### config.mk
export PLATFORM = sky130hd
export DESIGN_NAME = alu_pwr_sched
export DESIGN_NICKNAME = d
export VERILOG_FILES = /design/src/rtl/alu_pwr_sched.sv
export SDC_FILE = /design/constraint.sdc
export NUM_CORES = 1
export LEC_CHECK = 0
export ABC_CLOCK_PERIOD_IN_PS = 3600
export CORE_MARGIN = 4
export CORE_UTILIZATION = 40
export DETAILED_ROUTE_END_ITERATION = 10
export PLACE_DENSITY = 0.82
export SKIP_LAST_GASP = 1
export SYNTH_ARGS = -nofsm -noshare
export SYNTH_HDL_FRONTEND = slang
export SYNTH_SLANG_ARGS = --single-unit
### constraint.sdc
create_clock -name clk -period 3.6 [get_ports clk]
set_clock_uncertainty 0.1 [all_clocks]
set_input_delay 0.72 -clock clk [delete_from_list [all_inputs] [get_ports clk]]
set_output_delay 0.72 -clock clk [all_outputs]
set_load 0.005 [all_outputs]
### src/rtl/alu_pwr_sched.sv
// Shared-ALU scheduler: round-robin arbitration of NUM_REQ requesters onto one
// multi-cycle ALU, with on-demand power-up and idle-timeout power-down sequencing.
module alu_pwr_sched #(
    parameter int NUM_REQ      = 2,
    parameter int PWR_UP_CYC   = 4,
    parameter int IDLE_TIMEOUT = 16
) (
    input  logic                  clk,
    input  logic                  rst,
    input  logic [NUM_REQ-1:0]    req_valid,
    input  logic [16*NUM_REQ-1:0] req_a,
    input  logic [16*NUM_REQ-1:0] req_b,
    input  logic [4*NUM_REQ-1:0]  req_op,
    output logic [NUM_REQ-1:0]    req_ready,
    output logic                  rsp_valid,
    output logic [1:0]            rsp_id,
    output logic [15:0]           rsp_data,
    output logic                  alu_pwr_en,
    output logic                  alu_iso_en,
    output logic                  alu_start,
    output logic [15:0]           alu_a,
    output logic [15:0]           alu_b,
    output logic [3:0]            alu_op,
    input  logic                  alu_busy,
    input  logic [15:0]           alu_result,
    output logic [2:0]            pwr_state
);

    typedef enum logic [2:0] {
        S_OFF    = 3'd0,
        S_PWR_UP = 3'd1,
        S_READY  = 3'd2,
        S_ISO_ON = 3'd3,
        S_ISSUE  = 3'd4,
        S_WAIT   = 3'd5,
        S_RESP   = 3'd6
    } state_t;

    // One counter serves both the power-up delay and the idle timeout.
    localparam int CNT_MAX = (PWR_UP_CYC > IDLE_TIMEOUT) ? PWR_UP_CYC : IDLE_TIMEOUT;
    localparam int CNT_W   = $clog2(CNT_MAX + 1);

    state_t           state, state_nxt;
    logic [CNT_W-1:0] cnt, cnt_nxt;
    logic [1:0]       ptr, ptr_nxt;
    logic [1:0]       winner;
    logic             grant_any;
    logic [15:0]      sel_a, sel_b;
    logic [3:0]       sel_op;

    // Round-robin search starting at ptr, then payload mux for the winner.
    always_comb begin
        // NOTE: every variable gets a default before any branch, so no latch is inferred.
        grant_any = 1'b0;
        winner    = '0;
        sel_a     = '0;
        sel_b     = '0;
        sel_op    = '0;
        for (int k = 0; k < NUM_REQ; k++) begin
            for (int i = 0; i < NUM_REQ; i++) begin
                if (!grant_any && req_valid[i] && (((int'(ptr) + k) % NUM_REQ) == i)) begin
                    grant_any = 1'b1;
                    winner    = 2'(i);
                end
            end
        end
        for (int i = 0; i < NUM_REQ; i++) begin
            if (winner == 2'(i)) begin
                sel_a  = req_a[16*i +: 16];
                sel_b  = req_b[16*i +: 16];
                sel_op = req_op[4*i +: 4];
            end
        end
    end

    always_comb begin
        state_nxt = state;
        cnt_nxt   = cnt;
        ptr_nxt   = ptr;
        unique case (state)
            S_OFF: begin
                if (|req_valid) begin
                    state_nxt = S_PWR_UP;
                    cnt_nxt   = '0;
                end
            end
            S_PWR_UP: begin
                if (cnt == CNT_W'(PWR_UP_CYC - 1)) begin
                    state_nxt = S_READY;
                    cnt_nxt   = '0;
                end else begin
                    cnt_nxt = cnt + 1'b1;
                end
            end
            S_READY: begin
                if (grant_any) begin
                    state_nxt = S_ISSUE;
                    cnt_nxt   = '0;
                    ptr_nxt   = (winner == 2'(NUM_REQ - 1)) ? 2'd0 : winner + 2'd1;
                end else if (cnt == CNT_W'(IDLE_TIMEOUT - 1)) begin
                    state_nxt = S_ISO_ON;
                    cnt_nxt   = '0;
                end else begin
                    cnt_nxt = cnt + 1'b1;
                end
            end
            S_ISO_ON: state_nxt = S_OFF;
            S_ISSUE:  state_nxt = S_WAIT;
            S_WAIT:   if (!alu_busy) state_nxt = S_RESP;
            S_RESP:   state_nxt = S_READY;
            default:  state_nxt = S_OFF;
        endcase
    end

    always_comb begin
        for (int i = 0; i < NUM_REQ; i++) begin
            req_ready[i] = (state == S_READY) && grant_any && (winner == 2'(i));
        end
    end

    assign alu_pwr_en = (state != S_OFF);
    assign alu_iso_en = (state == S_OFF) || (state == S_PWR_UP) || (state == S_ISO_ON);
    assign alu_start  = (state == S_ISSUE);
    assign rsp_valid  = (state == S_RESP);
    assign pwr_state  = state;

    always_ff @(posedge clk) begin
        // NOTE: sequential state uses non-blocking assignments so every register samples pre-edge values.
        if (rst) begin
            state    <= S_OFF;
            cnt      <= '0;
            ptr      <= '0;
            alu_a    <= '0;
            alu_b    <= '0;
            alu_op   <= '0;
            rsp_id   <= '0;
            rsp_data <= '0;
        end else begin
            state <= state_nxt;
            cnt   <= cnt_nxt;
            ptr   <= ptr_nxt;
            // Operands stay latched through ISSUE/WAIT so the ALU sees stable inputs.
            if (state == S_READY && grant_any) begin
                alu_a  <= sel_a;
                alu_b  <= sel_b;
                alu_op <= sel_op;
                rsp_id <= winner;
            end
            if (state == S_WAIT && !alu_busy) begin
                rsp_data <= alu_result;
            end
        end
    end

endmodule

---- Yosys cells after proc, flatten, opt, wreduce, memory -nomap -nowiden ----
Cells that the tools add are included.
operators by class
  muxes and demuxes ....................... 25
  equal/unequal tests ..................... 14
  bitwise gates (word level) .............. 1
  reduce and logical (&&, ||, !) cells .... 27
  add/sub/neg operators ................... 3
operator list
  kind                                                                   count
  32-bit logical NOT                                                     2
  16-bit two-way mux                                                     4
  5-bit two-way mux                                                      4
  3-bit case mux with 6 select lines                                     1
  3-bit two-way mux                                                      5
  5-bit case mux with 3 select lines                                     1
  1-bit logical AND                                                      11
  3-bit equality test, second input constant                             3
  4-bit two-way mux                                                      2
  3-bit by 2-bit equality test with 1-bit output, second input constant  2
  1-bit two-way mux                                                      6
  2-bit != test, second input constant                                   3
  3-bit nonzero test                                                     2
  5-bit by 1-bit adder with 5-bit output, second input constant          1
  5-bit by 2-bit equality test with 1-bit output, second input constant  1
  5-bit by 4-bit equality test with 1-bit output, second input constant  1
  1-bit logical NOT                                                      4
  2-bit two-way mux                                                      2
  2-bit AND reduction                                                    2
  4-bit AND reduction                                                    1
  3-bit by 1-bit equality test with 1-bit output, second input constant  1
  3-bit logical NOT                                                      1
  3-bit != test, second input constant                                   1
  1-bit adder, second input constant                                     2
  6 further kinds                                                        7
word-level totals
  word-level logic and storage cells ...... 78
  output and inout port bits .............. 63
  bits of input ports ..................... 93
  bits in registers ....................... 63

---- Depth between registers and ports, before layout ----
Gate-level depths: netlist of run 1.
  depth after elaboration ................. 18
  depth in mapped cells ................... 8
  depth with buffers taken out ............ 8

---- Worst setup path before layout of run 1 ----
OpenSTA, ideal clock, no wires.
  kind .................................... input -> output
  start ................................... in req_valid[1]
  end ..................................... out req_ready[0]
  stages on the path ...................... 4
  data arrival time ....................... 1.435 ns
  path buffers ............................ 2
  data required time ...................... 2.780 ns
  slack ................................... 1.345 ns
  cells stage by stage .................... bufbuf_16 -> nand2_1 -> and3_1 -> clkbuf_1
on the way
  cells in the longest elaborated chain, start to end .. 13
  elaborated cells between the ends (all ways) .. 17
  classes of those cells .................. mux (6); reduce/logical (11)
ends and longest elaborated chain
  element                                                 RTL line  RTL
  start: declaration                                      10        input logic [NUM_REQ-1:0] req_valid,
  1-bit logical AND (2 in a row)                          61        if (!grant_any && req_valid[i] && (((int'(ptr) + k) % NUM_REQ) == i)) begin
  1-bit two-way mux                                       61
  1-bit logical NOT                                       61
  1-bit logical AND (2 in a row)                          61
  1-bit two-way mux                                       61
  1-bit logical NOT                                       61
  1-bit logical AND (2 in a row)                          61
  2-bit two-way mux or 1-bit two-way mux (tied branches)  61
  2-bit logical NOT or 1-bit logical AND (tied branches)  117       req_ready[i] = (state == S_READY) && grant_any && (winner == 2'(i));
  1-bit logical AND (*)                                   117
  end: declaration                                        14        output logic [NUM_REQ-1:0] req_ready,
Mark *: on every way between the ends. The rest lies on a longest branch, timed or not.

---- Final worst setup path of run 1 ----
  start ................................... reg state[1] (netlist: pwr_state[1])
  end ..................................... out req_ready[0]
on the way
  cells in the longest elaborated chain, start to end .. 3
ends and longest elaborated chain
  element                                         RTL line  RTL
  start: declaration                              43        state_t state, state_nxt;
  start signal: assignment                        139       state <= state_nxt;
  3-bit by 2-bit equality test with 1-bit output  117
  1-bit logical AND (2 in a row)                  117
No other way between the ends.

==> results of run 1 <==
state kept, by name, indices dropped and copies added (netlist names):
register,count
alu_op,4
rsp_data,16
rsp_id,1
cnt,5
alu_a,16
alu_b,16
ptr,1
pwr_state,3
worst max-delay path, delay by kind of cell (launching register included):
family                 cells  cell delay (ns)
flip-flops                 1             0.59
buffers and inverters      1             0.54
AND/OR/NAND/NOR            2             0.83
cell families after synthesis:
group                      Yosys count
and+or+nand+nor                    107
AOI/OAI and AO/OA                   73
DFF                                 62
buffers and inverters               31
adders and majority gates            3
muxes                                1
other                                1
final cells by class:
cell class | instances | area, sq um
timing repair buffer | 158 | 1567
inverter | 3 | 11.26
multi-input combinational | 185 | 1122
sequential | 62 | 1241
clock inverter | 4 | 22.52
tap | 75 | 93.84
fill | 490 | 1823
clock buffer | 12 | 145.1
routing by layer:
metal | share of wire [%] | up-vias | GRT usage [%]
met2 | 46 | 132 | 32.47
met1 | 41 | 1282 | 24.24
met5 | 0 | - | 0
li1 | - | 1312 | -
met4 | 1.2 | 0 | 6.974
met3 | 12 | 11 | 8.843
power breakdown:
| part | leakage (nW) | internal (mW) | switching [mW] |
|---|---|---|---|
| registers | 0.501 | 0.747 | 0.0627 |
| logic | 0.906 | 0.316 | 0.206 |
| clock network | 0.0861 | 0.265 | 0.256 |
metrics by stage:
step / utilization (%) / hold slack [ns] / cell area (sq um)
finish: 69.75 / 0.3519 / 4203
CTS: 69.75 / 0.3541 / 4203
detailed placement: 66.96 / 0.3457 / 4035
global route: 69.75 / 0.3691 / 4203
floorplan: - / 0.3527 / 2541
global placement: 66.96 / 0.3410 / 4035
final timing paths:
kind | startpoint | endpoint | slack (ns) | cells past startpoint
max | pwr_state[1]$_SDFFE_PP0P_ | req_ready[0] | 0.50 | 3
min | rsp_data[7]$_SDFFE_PP0P_ | rsp_data[7]$_SDFFE_PP0P_ | 0.35 | 2
max reg2reg | pwr_state[1]$_SDFFE_PP0P_ | alu_a[1]$_SDFFE_PP0P_ | 1.29 | 5
min reg2reg | rsp_data[7]$_SDFFE_PP0P_ | rsp_data[7]$_SDFFE_PP0P_ | 0.35 | 2
cells in the final DEF (no fill, tap or decap), drive strengths merged, types with 4 or more instances in the layout:
cell | Yosys | layout
clkbuf | 16 | 12
a21oi | 24 | 24
nand2 | 38 | 38
nand3b | 4 | 4
o21ai | 4 | 4
nand3 | 4 | 4
buf | 10 | 5
dfxtp | 62 | 62
clkdlybuf4s50 | 0 | 153
a222oi | 36 | 36
nor2 | 43 | 43
==> run_summary.xml, run 1 <==
<?xml version="1.0" encoding="UTF-8"?>
<metrics>
  <group name="routing">
    <metric name="route.detailed.vias_per_inst" unit="">5.485</metric>
    <metric name="routed_wirelength" unit="um">8194</metric>
    <metric name="ant_nets" unit="">0</metric>
    <metric name="drt_first_pass_iters" unit="">6</metric>
    <metric name="num_vias" unit="">2737</metric>
    <metric name="post_drt_wl_per_cell" unit="um">16.42</metric>
    <metric name="detail_route.iter0.violations" unit="">309</metric>
    <metric name="detail_route.drc_violations" unit="">0</metric>
  </group>
  <group name="synth">
    <metric name="synth.top_cell.area_share" unit="%">48.84</metric>
    <metric name="post_synth_most_frequent_cells" unit="">sky130_fd_sc_hd__dfxtp_1, sky130_fd_sc_hd__nor2_1, sky130_fd_sc_hd__nand2_1, sky130_fd_sc_hd__a222oi_1, sky130_fd_sc_hd__a21oi_1</metric>
    <metric name="yosysUniqueCellTypes" unit="">38</metric>
    <metric name="synth.most_common_cell" unit="">sky130_fd_sc_hd__dfxtp_1</metric>
    <metric name="synthDominantAreaCellType" unit="">sky130_fd_sc_hd__dfxtp_1</metric>
    <metric name="syn-cell-area" unit="sq mm">0.002541</metric>
    <metric name="yosys_register_bits" unit="">62</metric>
    <metric name="synth_async_sr_flop_share" unit="%">0</metric>
    <metric name="synth.yosys.warnings" unit="">0</metric>
    <metric name="main_combinational_cell_family_by_area_after_synthesis" unit="">compound AO/OA/AOI/OAI gates</metric>
    <metric name="share_of_the_yosys_chip_area_belonging_to_registers" unit="%">48.84</metric>
    <metric name="synth.area.top_cells" unit="">sky130_fd_sc_hd__dfxtp_1, sky130_fd_sc_hd__a222oi_1, sky130_fd_sc_hd__nor2_1</metric>
    <metric name="synth-edff-count" unit="">0</metric>
    <metric name="synthesis.nets" unit="">374</metric>
    <metric name="synthesis.instances" unit="">278</metric>
    <metric name="post_synth.cell_area_avg" unit="sq um">9.141</metric>
    <metric name="synth_xor_area_share" unit="%">0</metric>
    <metric name="synth_compound_gate_area_share" unit="%">22.85</metric>
    <metric name="synth.area.mux_share" unit="%">0.3939</metric>
    <metric name="ys.flop_type" unit="">sky130_fd_sc_hd__dfxtp_1</metric>
    <metric name="post_synth_and_or_nand_nor_area_fraction" unit="%">18.96</metric>
    <metric name="synthAdderAreaFrac" unit="%">1.477</metric>
  </group>
  <group name="timing">
    <metric name="finalHoldViolations" unit="">0</metric>
    <metric name="finalMaxSlewViolations" unit="">0</metric>
    <metric name="fin_crit_sh" unit="%">86.14</metric>
    <metric name="grt_setup_unrepaired" unit="">no</metric>
    <metric name="transition_time_of_the_tightest_slew_check_pin" unit="ns">1.143</metric>
    <metric name="setup_viol" unit="">0</metric>
    <metric name="finalWorstPathRequiredPeriod" unit="ns">3.101</metric>
    <metric name="final.setup.worst_slack" unit="ns">0.4989</metric>
    <metric name="timing.fmax" unit="MHz">322.5</metric>
    <metric name="fin_setup_tns" unit="ns">0</metric>
    <metric name="max-slew-margin-rel" unit="%">23.81</metric>
  </group>
  <group name="die">
    <metric name="io_pins" unit="">156</metric>
    <metric name="die_boundary_width" unit="um">87.71</metric>
    <metric name="die_height" unit="um">87.71</metric>
    <metric name="floorplan.initialDensity" unit="%">42.17</metric>
    <metric name="fp.dieArea" unit="sq mm">0.007692</metric>
    <metric name="placeableCoreArea" unit="sq mm">0.006026</metric>
    <metric name="rows" unit="">28</metric>
  </group>
  <group name="global_routing">
    <metric name="wire_length_of_the_first_global_routing_pass" unit="um">12380</metric>
    <metric name="antenna_found_initial" unit="">0</metric>
    <metric name="globalRoute.totalOverflow" unit="">0</metric>
    <metric name="global_route.usage.total" unit="%">20.25</metric>
    <metric name="number_of_global_route_vias_before_repair" unit="">2574</metric>
    <metric name="maximum_number_of_pins_on_one_net_before_global_route_repair" unit="">63</metric>
  </group>
  <group name="place">
    <metric name="port-buffer-count" unit="">154</metric>
    <metric name="globalplace.congestion" unit="">0.8185</metric>
    <metric name="pre_cts_slack" unit="ns">0.6147</metric>
    <metric name="placedCellCount" unit="">483</metric>
    <metric name="dp_hpwl" unit="um">5765</metric>
  </group>
  <group name="clock_network">
    <metric name="cts.reportedPaths.clkPinSlew" unit="ns">0.06</metric>
    <metric name="cts_max_level" unit="">3</metric>
    <metric name="cts.sinks" unit="">62</metric>
    <metric name="cts-root-buf" unit="">sky130_fd_sc_hd__clkbuf_8</metric>
    <metric name="cts_post_setup_buffers_inserted" unit="">0</metric>
    <metric name="clock_latency" unit="ns">0.33</metric>
    <metric name="cts_repair_resize_count" unit="">0</metric>
    <metric name="hold_buf_count_cts" unit="">0</metric>
    <metric name="tritoncts.num_buffers" unit="">9</metric>
    <metric name="tritoncts" unit="">built</metric>
    <metric name="ctsLongestPathBuffers" unit="">2</metric>
  </group>
  <group name="setup_path">
    <metric name="cp_data_required_time" unit="ns">2.78</metric>
    <metric name="critPathMaxStageDelay" unit="ns">0.59</metric>
    <metric name="critical_path_class" unit="">reg2out</metric>
    <metric name="critPathSlowestCell" unit="">sky130_fd_sc_hd__dfxtp_1</metric>
    <metric name="worst-endpoint-arrival" unit="ns">2.28</metric>
    <metric name="crit_path_cell_trace" unit="">nor3b_1 &gt; and3_1 &gt; clkdlybuf4s50_1</metric>
    <metric name="timing.critical_path.from_type" unit="">register</metric>
    <metric name="critical_path.max_fanout" unit="">16</metric>
    <metric name="cp-end-kind" unit="">output pin</metric>
  </group>
  <group name="layout">
    <metric name="final_layout_size_suffix_gt1_share" unit="%">6.132</metric>
    <metric name="antenna-diode-count" unit="">0</metric>
    <metric name="finish.net_count" unit="">515</metric>
    <metric name="syn2layout_area_growth" unit="%">65.39</metric>
    <metric name="final_cells" unit="">499</metric>
  </group>
  <group name="power_and_ir_drop">
    <metric name="peakVddDrop" unit="mV">0.2373</metric>
    <metric name="leakage" unit="nW">1.493</metric>
    <metric name="post-layout-total-power" unit="mW">1.853</metric>
    <metric name="power.density" unit="mW/mm^2">440.8</metric>
  </group>
  <group name="hold_path">
    <metric name="worst_hold_path_type" unit="">reg2reg</metric>
  </group>
  <group name="job">
    <metric name="timing.max_cap.violations" unit="">0</metric>
  </group>
  <group name="run_status">
    <metric name="status" unit="">finished clean</metric>
  </group>
</metrics>
Note: power is estimated with default switching activity, not from simulation.
==> run 2: changes to the inputs <==
GPL_TIMING_DRIVEN = 0   (was not set)
==> run 2 against run 1 <==
- highest routed layer unchanged
- hold slack improved by 0.00095 ns
- largest cell class unchanged
- critical path type unchanged
- final cell count rose by 4.2%
- sequential share of layout area fell by 0.76 points
- sequential power fell by 2%
- register-to-register slack improved by 0.12 ns
- non-clock buffer count rose by 21
- count of clock-buffer cells in the layout did not move
- wire length rose by 3.8%
- setup slack got worse by 0.14 ns
- clock power rose by 1%
==> run_summary.xml, run 2 (synthesized netlist as in run 1, its figures left out) <==
<?xml version="1.0" encoding="UTF-8"?>
<metrics>
  <group name="place">
    <metric name="port-buffer-count" unit="">151</metric>
    <metric name="dp_hpwl" unit="um">6552</metric>
    <metric name="pre_cts_slack" unit="ns">0.5983</metric>
    <metric name="total_cell_area_at_the_placement_stage" unit="sq mm">0.004146</metric>
    <metric name="globalplace.congestion" unit="">0.7470</metric>
  </group>
  <group name="routing">
    <metric name="detail_route.drc_violations" unit="">0</metric>
    <metric name="ant_nets" unit="">0</metric>
    <metric name="detail_route.iter0.violations" unit="">234</metric>
    <metric name="post_drt_wl_per_cell" unit="um">16.35</metric>
    <metric name="drt_first_pass_iters" unit="">6</metric>
    <metric name="routed_wirelength" unit="um">8502</metric>
    <metric name="num_vias" unit="">2787</metric>
    <metric name="route.detailed.vias_per_inst" unit="">5.360</metric>
  </group>
  <group name="clock_network">
    <metric name="cts_repair_resize_count" unit="">0</metric>
    <metric name="tritoncts" unit="">built</metric>
    <metric name="clock_latency" unit="ns">0.33</metric>
    <metric name="ctsLongestPathBuffers" unit="">2</metric>
    <metric name="cts.reportedPaths.clkPinSlew" unit="ns">0.07</metric>
    <metric name="cts_post_setup_buffers_inserted" unit="">0</metric>
    <metric name="tritoncts.num_buffers" unit="">9</metric>
    <metric name="hold_buf_count_cts" unit="">0</metric>
    <metric name="cts-root-buf" unit="">sky130_fd_sc_hd__clkbuf_8</metric>
    <metric name="cts.sinks" unit="">62</metric>
    <metric name="cts_max_level" unit="">3</metric>
  </group>
  <group name="global_routing">
    <metric name="maximum_number_of_pins_on_one_net_before_global_route_repair" unit="">11</metric>
    <metric name="wire_length_of_the_first_global_routing_pass" unit="um">13250</metric>
    <metric name="globalRoute.totalOverflow" unit="">0</metric>
    <metric name="global_route.usage.total" unit="%">21.93</metric>
    <metric name="antenna_found_initial" unit="">0</metric>
    <metric name="number_of_global_route_vias_before_repair" unit="">2820</metric>
  </group>
  <group name="die">
    <metric name="die_height" unit="um">87.71</metric>
    <metric name="rows" unit="">28</metric>
    <metric name="fp.dieArea" unit="sq mm">0.007692</metric>
    <metric name="io_pins" unit="">156</metric>
    <metric name="die_boundary_width" unit="um">87.71</metric>
    <metric name="floorplan.initialDensity" unit="%">42.17</metric>
    <metric name="placeableCoreArea" unit="sq mm">0.006026</metric>
  </group>
  <group name="timing">
    <metric name="finalMaxSlewViolations" unit="">0</metric>
    <metric name="finalHoldViolations" unit="">0</metric>
    <metric name="max-slew-margin-rel" unit="%">49.61</metric>
    <metric name="whs" unit="ns">0.3529</metric>
    <metric name="timing.fmax" unit="MHz">308.2</metric>
    <metric name="grt_setup_unrepaired" unit="">no</metric>
    <metric name="fin_crit_sh" unit="%">90.14</metric>
    <metric name="finalWorstPathRequiredPeriod" unit="ns">3.245</metric>
    <metric name="setup_viol" unit="">0</metric>
    <metric name="fin_setup_tns" unit="ns">0</metric>
    <metric name="transition_time_of_the_tightest_slew_check_pin" unit="ns">0.7542</metric>
    <metric name="final.setup.worst_slack" unit="ns">0.3550</metric>
  </group>
  <group name="hold_path">
    <metric name="worst_hold_path_type" unit="">reg2reg</metric>
  </group>
  <group name="layout">
    <metric name="antenna-diode-count" unit="">0</metric>
    <metric name="biggestRegsByFlops" unit="">alu_a x16, alu_b x16, rsp_data x16</metric>
    <metric name="syn2layout_area_growth" unit="%">69.77</metric>
    <metric name="fillCellCount" unit="">465</metric>
    <metric name="finish.net_count" unit="">536</metric>
    <metric name="finish.utilization" unit="%">71.59</metric>
    <metric name="final_layout_size_suffix_gt1_share" unit="%">7.191</metric>
    <metric name="final_cell_area" unit="sq mm">0.004314</metric>
    <metric name="final_cell_mix" unit="">sky130_fd_sc_hd__clkdlybuf4s50_1, sky130_fd_sc_hd__dfxtp_1, sky130_fd_sc_hd__nor2_1</metric>
    <metric name="layout_commonest_cell" unit="">sky130_fd_sc_hd__clkdlybuf4s50_1</metric>
  </group>
  <group name="setup_path">
    <metric name="regToRegSetupSlack" unit="ns">1.41</metric>
    <metric name="timing.critical_path.from_type" unit="">register</metric>
    <metric name="cp-end-kind" unit="">output pin</metric>
    <metric name="critical_path_class" unit="">reg2out</metric>
    <metric name="worst-endpoint-arrival" unit="ns">2.43</metric>
    <metric name="cp_data_required_time" unit="ns">2.78</metric>
    <metric name="critical_path.max_fanout" unit="">10</metric>
  </group>
  <group name="power_and_ir_drop">
    <metric name="peakVddDrop" unit="mV">0.2591</metric>
    <metric name="power.density" unit="mW/mm^2">436.3</metric>
    <metric name="leakage" unit="nW">1.565</metric>
  </group>
  <group name="run_status">
    <metric name="status" unit="">finished clean</metric>
  </group>
  <group name="job">
    <metric name="timing.max_cap.violations" unit="">0</metric>
  </group>
</metrics>
[run 2: path summary, 6_finish.rpt]
check / startpoint / endpoint / cells after the start
max reg2reg: pwr_state[1]$_SDFFE_PP0P_ / alu_b[2]$_SDFFE_PP0P_ / 6
min reg2reg: rsp_data[11]$_SDFFE_PP0P_ / rsp_data[11]$_SDFFE_PP0P_ / 2
max: pwr_state[1]$_SDFFE_PP0P_ / req_ready[1] / 4
min: rsp_data[11]$_SDFFE_PP0P_ / rsp_data[11]$_SDFFE_PP0P_ / 2
[run 2: area by class of cell]
| cell class | count | area, sq um | share of cell area, % |
|---|---|---|---|
| Buffer | 28 | 175.2 | 4.060 |
| Clock buffer | 12 | 145.1 | 3.364 |
| Clock inverter | 4 | 22.52 | 0.5220 |
| Inverter | 3 | 11.26 | 0.2610 |
| Multi-Input combinational cell | 185 | 1114 | 25.81 |
| Sequential cell | 62 | 1241 | 28.77 |
| Tap cell | 75 | 93.84 | 2.175 |
| Timing Repair Buffer | 151 | 1511 | 35.03 |
[run 2: power breakdown]
group | switching, mW | total, mW | internal (mW) | leakage, nW
combinational | 0.231 | 0.563 | 0.333 | 0.978
clock | 0.262 | 0.527 | 0.265 | 0.0861
sequential | 0.0453 | 0.792 | 0.746 | 0.501
total | 0.538 | 1.88 | 1.34 | 1.57
[run 2: stage by stage]
step,instances,power [mW]
after detailed placement,504,1.369
after global placement,504,1.355
after CTS,520,1.900
final,520,1.882
after floorplan,278,1.066
after global routing,520,1.994
[run 2: metal layers]
metal | track usage, % | vias to the layer above | part of all wire, %
li1 | - | 1353 | -
met2 | 36.23 | 150 | 47
met1 | 25.42 | 1265 | 39
met3 | 8.090 | 19 | 11
met4 | 9.623 | 0 | 2.5
met5 | 0 | - | 0
[run 2: critical path, cell delays in order (launching register included)]
cell,delay (ns)
sky130_fd_sc_hd__dfxtp_1,0.44
sky130_fd_sc_hd__nor3b_1,0.42
sky130_fd_sc_hd__and3_1,0.24
sky130_fd_sc_hd__clkbuf_1,0.40
sky130_fd_sc_hd__clkdlybuf4s50_1,0.60
